==> config.mk <==
export PLATFORM = sky130hd
export DESIGN_NAME = qracc_stat_counters
export DESIGN_NICKNAME = d
export VERILOG_FILES = /design/src/rtl/qracc_stat_counters.sv
export SDC_FILE = /design/constraint.sdc
export NUM_CORES = 2
export LEC_CHECK = 0
export CAP_MARGIN = 20
export CELL_PAD_IN_SITES_DETAIL_PLACEMENT = 0
export CELL_PAD_IN_SITES_GLOBAL_PLACEMENT = 1
export CORE_MARGIN = 4
export CORE_UTILIZATION = 35
export CTS_CLUSTER_SIZE = 10
export DETAILED_ROUTE_END_ITERATION = 6
export PLACE_DENSITY_LB_ADDON = 0.12
export SKIP_LAST_GASP = 1
export SLEW_MARGIN = 20
export SYNTH_ARGS = -nofsm -noshare
export SYNTH_HDL_FRONTEND = slang
export SYNTH_SLANG_ARGS = --single-unit
==> constraint.sdc <==
create_clock -name clk -period 4.8 [get_ports clk]
set_clock_uncertainty 0.05 [all_clocks]
set_input_delay 0.96 -clock clk [delete_from_list [all_inputs] [get_ports clk]]
set_output_delay 0.96 -clock clk [all_outputs]
set_load 0.01 [all_outputs]
==> src/rtl/qracc_stat_counters.sv <==
// ---------------------------------------------------------------------------
// qracc_pkg / qracc_stat_counters
//
// Purpose: a bank of NUM_CNT event counters behind a simple request/response
// register window. Live counters accumulate per-cycle increments (saturating
// or wrapping), and software reads a coherent copy of them through snapshot
// registers taken on command.
//
// Ports:
//   clk          in   sole clock, rising edge
//   nrst         in   asynchronous active-low reset
//   event_inc_i  in   NUM_CNT*INC_W, unsigned increment for counter i in
//                     slice [i*INC_W +: INC_W]
//   bus_req_i    in   bus_req_t  {data_in, addr, wen, valid}
//   bus_resp_o   out  bus_resp_t {ready, data_out, rd_data_valid}
//   overflow_o   out  NUM_CNT sticky overflow flags
//
// Register map (byte offset from BASE_ADDR, addr[1:0] ignored):
//   0x00        CTRL  bit0 enable, bit1 clear (W1), bit2 snapshot (W1),
//                     bit3 sat_mode (1 saturate, 0 wrap)
//   0x04        OVF   overflow flags, write-1-to-clear
//   0x10+8*i    snapshot i [31:0]
//   0x14+8*i    snapshot i [CNT_W-1:32], zero-extended
// ---------------------------------------------------------------------------
package qracc_pkg;
    typedef struct packed {
        logic [31:0] data_in;
        logic [31:0] addr;
        logic        wen;
        logic        valid;
    } bus_req_t;

    typedef struct packed {
        logic        ready;
        logic [31:0] data_out;
        logic        rd_data_valid;
    } bus_resp_t;
endpackage

module qracc_stat_counters
    import qracc_pkg::*;
#(
    parameter int          NUM_CNT   = 11,
    parameter int          CNT_W     = 32,
    parameter int          INC_W     = 4,
    parameter logic [31:0] BASE_ADDR = 32'h0000_0100
) (
    input  logic                     clk,
    input  logic                     nrst,
    input  logic [NUM_CNT*INC_W-1:0] event_inc_i,
    input  bus_req_t                 bus_req_i,
    output bus_resp_t                bus_resp_o,
    output logic [NUM_CNT-1:0]       overflow_o
);

    // One spare bit above the wider operand holds any amount of overflow.
    localparam int SUM_W = ((CNT_W > INC_W) ? CNT_W : INC_W) + 1;

    typedef enum logic {S_IDLE, S_RESP} state_t;

    state_t             r_state;
    logic               r_enable;
    logic               r_sat_mode;
    logic [CNT_W-1:0]   r_cnt  [NUM_CNT];
    logic [CNT_W-1:0]   r_snap [NUM_CNT];
    logic [NUM_CNT-1:0] r_ovf;
    logic [31:0]        r_rdata;
    logic               r_rvalid;

    logic               w_accept;
    logic               w_wr;
    logic [29:0]        w_word;
    logic               w_ctrl_wr;
    logic               w_ovf_wr;
    logic               w_clear;
    logic               w_snap;
    logic [NUM_CNT-1:0] w_ovf_set;
    logic [NUM_CNT-1:0] w_ovf_clr;
    logic [SUM_W-1:0]   w_sum     [NUM_CNT];
    logic [CNT_W-1:0]   w_cnt_nxt [NUM_CNT];
    logic [63:0]        w_snap64  [NUM_CNT];
    logic [31:0]        w_rdata;
    logic               w_unused;

    assign w_accept  = bus_req_i.valid && (r_state == S_IDLE);
    assign w_wr      = w_accept && bus_req_i.wen;
    // Word-granular offset; the byte lane bits never take part in decode.
    assign w_word    = bus_req_i.addr[31:2] - BASE_ADDR[31:2];
    assign w_ctrl_wr = w_wr && (w_word == 30'd0);
    assign w_ovf_wr  = w_wr && (w_word == 30'd1);
    assign w_clear   = w_ctrl_wr && bus_req_i.data_in[1];
    assign w_snap    = w_ctrl_wr && bus_req_i.data_in[2];
    assign w_ovf_clr = w_ovf_wr ? bus_req_i.data_in[NUM_CNT-1:0] : '0;
    assign w_unused  = ^{bus_req_i.data_in, bus_req_i.addr[1:0]};

    for (genvar g = 0; g < NUM_CNT; g++) begin : g_cnt
        assign w_sum[g] = SUM_W'(r_cnt[g]) + SUM_W'(event_inc_i[g*INC_W +: INC_W]);
        // A clear drops this cycle's increment, so it cannot raise a flag either.
        assign w_ovf_set[g] = r_enable && !w_clear && (|w_sum[g][SUM_W-1:CNT_W]);
        assign w_cnt_nxt[g] = (r_sat_mode && (|w_sum[g][SUM_W-1:CNT_W])) ?
                              {CNT_W{1'b1}} : w_sum[g][CNT_W-1:0];
        assign w_snap64[g]  = 64'(r_snap[g]);
    end

    always_comb begin
        w_rdata = '0;
        if (w_word == 30'd0) begin
            w_rdata = {28'd0, r_sat_mode, 2'b00, r_enable};
        end else if (w_word == 30'd1) begin
            w_rdata = 32'(r_ovf);
        end
        for (int i = 0; i < NUM_CNT; i++) begin
            if (w_word == 30'(4 + 2*i)) w_rdata = w_snap64[i][31:0];
            if (w_word == 30'(5 + 2*i)) w_rdata = w_snap64[i][63:32];
        end
    end

    // Control and sticky flags; a new overflow wins over a same-cycle W1C.
    always_ff @(posedge clk or negedge nrst) begin
        if (!nrst) begin
            r_enable   <= 1'b0;
            r_sat_mode <= 1'b1;
            r_ovf      <= '0;
        end else begin
            if (w_ctrl_wr) begin
                r_enable   <= bus_req_i.data_in[0];
                r_sat_mode <= bus_req_i.data_in[3];
            end
            r_ovf <= (r_ovf & ~w_ovf_clr) | w_ovf_set;
        end
    end

    // Snapshots take the value held before this edge, so a combined
    // clear+snapshot captures pre-clear counts.
    always_ff @(posedge clk or negedge nrst) begin
        if (!nrst) begin
            for (int i = 0; i < NUM_CNT; i++) begin
                r_cnt[i]  <= '0;
                r_snap[i] <= '0;
            end
        end else begin
            for (int i = 0; i < NUM_CNT; i++) begin
                if (w_snap) r_snap[i] <= r_cnt[i];
                if (w_clear) begin
                    r_cnt[i] <= '0;
                end else if (r_enable) begin
                    r_cnt[i] <= w_cnt_nxt[i];
                end
            end
        end
    end

    // Bus FSM: one response cycle after every accepted request.
    always_ff @(posedge clk or negedge nrst) begin
        if (!nrst) begin
            r_state  <= S_IDLE;
            r_rdata  <= '0;
            r_rvalid <= 1'b0;
        end else begin
            case (r_state)
                S_IDLE: begin
                    if (w_accept) begin
                        r_state <= S_RESP;
                        if (!bus_req_i.wen) begin
                            r_rdata  <= w_rdata;
                            r_rvalid <= 1'b1;
                        end
                    end
                end
                S_RESP: begin
                    r_state  <= S_IDLE;
                    r_rdata  <= '0;
                    r_rvalid <= 1'b0;
                end
            endcase
        end
    end

    assign bus_resp_o = {(r_state == S_IDLE), r_rdata, r_rvalid};
    assign overflow_o = r_ovf;

endmodule

==> impl_results.rst <==
.. list-table::
   :header-rows: 1

   * - Metric
     - Value
   * - Detailed-route wire length per cell
     - 25.83 um
   * - Worst skew pair latency
     - 0.67 ns
   * - Syn_area_per_cell
     - 8.533 um^2
   * - Max-cap violations
     - 0
   * - Overall global routing resource usage
     - 26.66%
   * - First-pass GRT wire length
     - 231.4 mm
   * - CTS Buffer Depth
     - 3
   * - Setup Buffers After CTS
     - 0
   * - Number of vias in the routed layout
     - 34,870
   * - Setup repair after global routing missed its margin
     - false
   * - Worst path required time
     - 5.34 ns
   * - Critical path cell sequence
     - clkdlybuf4s50_1, or4b_1, buf_4, or4_1, nor2_2, buf_4, a22oi_1, nand3_1, a2bb2oi_1
   * - Synthesized netlist net count
     - 4,678
   * - Critical path type
     - input port to flop
   * - Run status
     - complete, but fails checks
   * - Residual antenna-violating net count after detailed routing
     - 0
   * - Endpoint of the worst register-to-register path
     - r_cnt[41]
   * - Maximum number of pins on one net before global-route repair
     - 125
   * - Leading post-synthesis cells by cell area
     - dfrtp_1 49%, nand2_1 12%, nor2_1 3.2%, nand3_1 2.8%, o21ai_0 2.8%
   * - Category of cells accounting for the largest share of critical-path delay
     - simple AND/OR/NAND/NOR gates
   * - Total clock buffers created by CTS
     - 92
   * - Area occupied by multi-input gates
     - 18,320 um^2
   * - Synth cell count leaders
     - 1,234 x nand2_1, 750 x dfrtp_1, 331 x nor2_1
   * - Number of register bits inferred by synthesis
     - 751
   * - Quantity of hold-fixing buffers added after cts
     - 0
   * - Most frequent cell after synthesis
     - nand2_1
   * - Number of cells traversed by the worst register-to-register path
     - 7
   * - Critical path fanouts, max
     - 23
   * - I/O pin count
     - 157
   * - Clock-pin slew reported for the worst setup and hold paths after clock tree synthesis
     - 0.06 ns
   * - GRT overflow
     - 0
   * - Area added between synthesis and finish
     - 16.10%
   * - Average vias per placed instance
     - 5.746
   * - Most repeated library cell on the critical path
     - buf_4
   * - Row count
     - 121
   * - Initial Utilization
     - 35.31%
   * - Post-DP HPWL
     - 114.3 mm
   * - Hold Fails Final Rpt
     - 0
   * - Largest voltage drop on the vdd net
     - 0.2445 mV
   * - Number of levels in the clock H-tree
     - 3
   * - Part of the Yosys area used for sequential elements
     - 48.83%
   * - Count of different cell masters after synthesis
     - 82
   * - Post-synth top area share
     - 48.76%
   * - Initial antenna violation count
     - 10
   * - Fmax
     - 265.5 MHz
   * - Static leakage power
     - 20.33 nW
   * - Final Critical Period
     - 3.767 ns
   * - 1st-pass router iterations
     - 7
   * - Post-placement cell count
     - 5,917
   * - DR iter-0 viols
     - 3,621
   * - Max transition margin
     - 34.61%
   * - Post-synth ARST share
     - 100.0%
   * - Wirelength, routed
     - 156.7 mm
   * - Number of global-route vias before repair
     - 33,450
   * - Final period utilization
     - 78.47%
   * - Number of warning messages in the yosys log
     - 0
   * - Port Buf Inserts
     - 133
   * - Arrival time at the worst endpoint
     - 4.30 ns
   * - Die Area
     - 115,300 um^2
   * - Cell at the root of the clock tree
     - clkbuf_16
   * - Dominant cell type by area after synthesis
     - dfrtp_1
   * - Die extent in y
     - 339.6 um
   * - Share of layout cells above drive strength 1
     - 6.576%
   * - Fill cells
     - 11,090
   * - Worst reg2reg startpoint
     - r_sat_mode
   * - Post-CTS Resized
     - 0
   * - Measured slew at the worst slew-check pin
     - 0.9809 ns
   * - Worst path bufs/invs
     - 3
   * - Class of the most critical hold timing path
     - input port to asynchronous set/reset pin
   * - Main flop type after synthesis
     - dfrtp_1
   * - Slowest-stage cell, CP
     - or4_1
   * - Post-synthesis instance area
     - 38,490 um^2
   * - Final setup fails
     - 0
   * - Number of flops mapped to enable cells by yosys
     - 0
   * - Power per unit of standard cell area
     - 299.8 nW/um^2
   * - CP Launch Type
     - input port
   * - Placeable Area
     - 109,000 um^2
   * - Remaining routing DRC violations
     - 2
   * - Post-route insts no fill
     - 6,068
   * - Critical path endpoint category
     - flop
   * - Max incr delay on CP
     - 0.75 ns
   * - Clock tree from TritonCTS
     - done
   * - Clk sink count
     - 751
   * - Sequential cell area
     - 18,800 um^2
   * - Setup slack on the worst flop-to-flop path
     - 1.40 ns
   * - Global placement routability congestion
     - 0.9164
   * - Floorplan die width
     - 339.6 um
   * - Final slew viol count
     - 0
   * - Final-layout setup total negative slack
     - 0 ns
   * - Gate Count Post-Synth
     - 4,511
   * - Net total in the final layout
     - 4,764
   * - Failing checks
     - DRC
sequential cells by signal, indices dropped and copies added (netlist names):
register    count
r_rdata        32
r_cnt         352
overflow_o     11
r_state         1
r_enable        1
r_rvalid        1
r_snap        352
r_sat_mode      1
logic make-up after synthesis:
kind of cell	count (synthesis)	synth area share (%)
xor gates and xnor gates	23	0.5234
AOI/OAI and AO/OA	906	15.56
adders and majority gates	55	2.002
buffers and inverters	355	3.842
and+or+nand+nor	2355	27.49
DFF	751	48.83
muxes	66	1.749
metrics by stage:
stage	setup slack (ns)	hold slack (ns)	power [mW]	cell area [um^2]	utilization, %
after floorplan	1.496	0.3831	6.541	38490	-
after global placement	0.4238	0.3944	6.827	41880	38.42
after detailed placement	0.4070	0.4045	6.828	41880	38.42
after CTS	1.122	0.2358	13.55	44690	41.00
after global routing	0.8830	0.2571	13.85	44690	41.00
final	1.033	0.2046	13.40	44690	41.00
per-layer routing:
metal	vias up	track usage [%]	part of all wire (%)
li1	16180	-	-
met1	17320	38.84	46
met2	1159	39.82	43
met3	212	5.099	7.1
met4	4	8.782	3.5
met5	-	0	0.022
area by class of cell:
cell class	instances	area share (%)
flip-flops and latches	751	42.06
multi-input cells	3405	40.99
clock buffers	141	6.109
repair buffers	269	6.047
well taps	1414	3.959
inverters	78	0.6551
clock inverters	9	0.1680
diodes	1	0.005599
placed cells by master (no fill, tap or decap), drive strengths merged, types with 17 or more instances in the layout:
cell type / instances
nor2b: 22
o21a: 23
a22oi: 59
nand4: 97
buf: 138
nand3: 214
and4: 50
a21o: 20
a22o: 17
and2: 38
o21ai: 217
nand2: 1234
nor3: 150
clkbuf: 141
a31oi: 70
a211oi: 71
a222oi: 24
ha: 44
a41oi: 23
dfrtp: 750
o2bb2ai: 49
and3: 104
clkdlybuf4s50: 131
inv: 80
nor2: 333
a21oi: 201
mux2i: 56
nor4: 48
power by group:
part	leakage, nW	switching (mW)	internal, mW
sequential	10.4	0.00469	6.34
combinational	8.53	0.243	0.121
clock	1.38	2.82	3.87
total	20.3	3.07	10.3
worst max-delay path by stage:
stage,endpoint,from,depth (start not counted)
after floorplan,r_cnt[313],bus_req_i[12],9
after global placement,r_rdata[18],bus_req_i[8],9
after detailed placement,r_rdata[18],bus_req_i[8],9
after CTS,r_cnt[24],bus_req_i[8],9
after global routing,r_rdata[2],bus_req_i[11],9
final,r_rdata[15],bus_req_i[8],9
(Power assumes the default switching activity.)
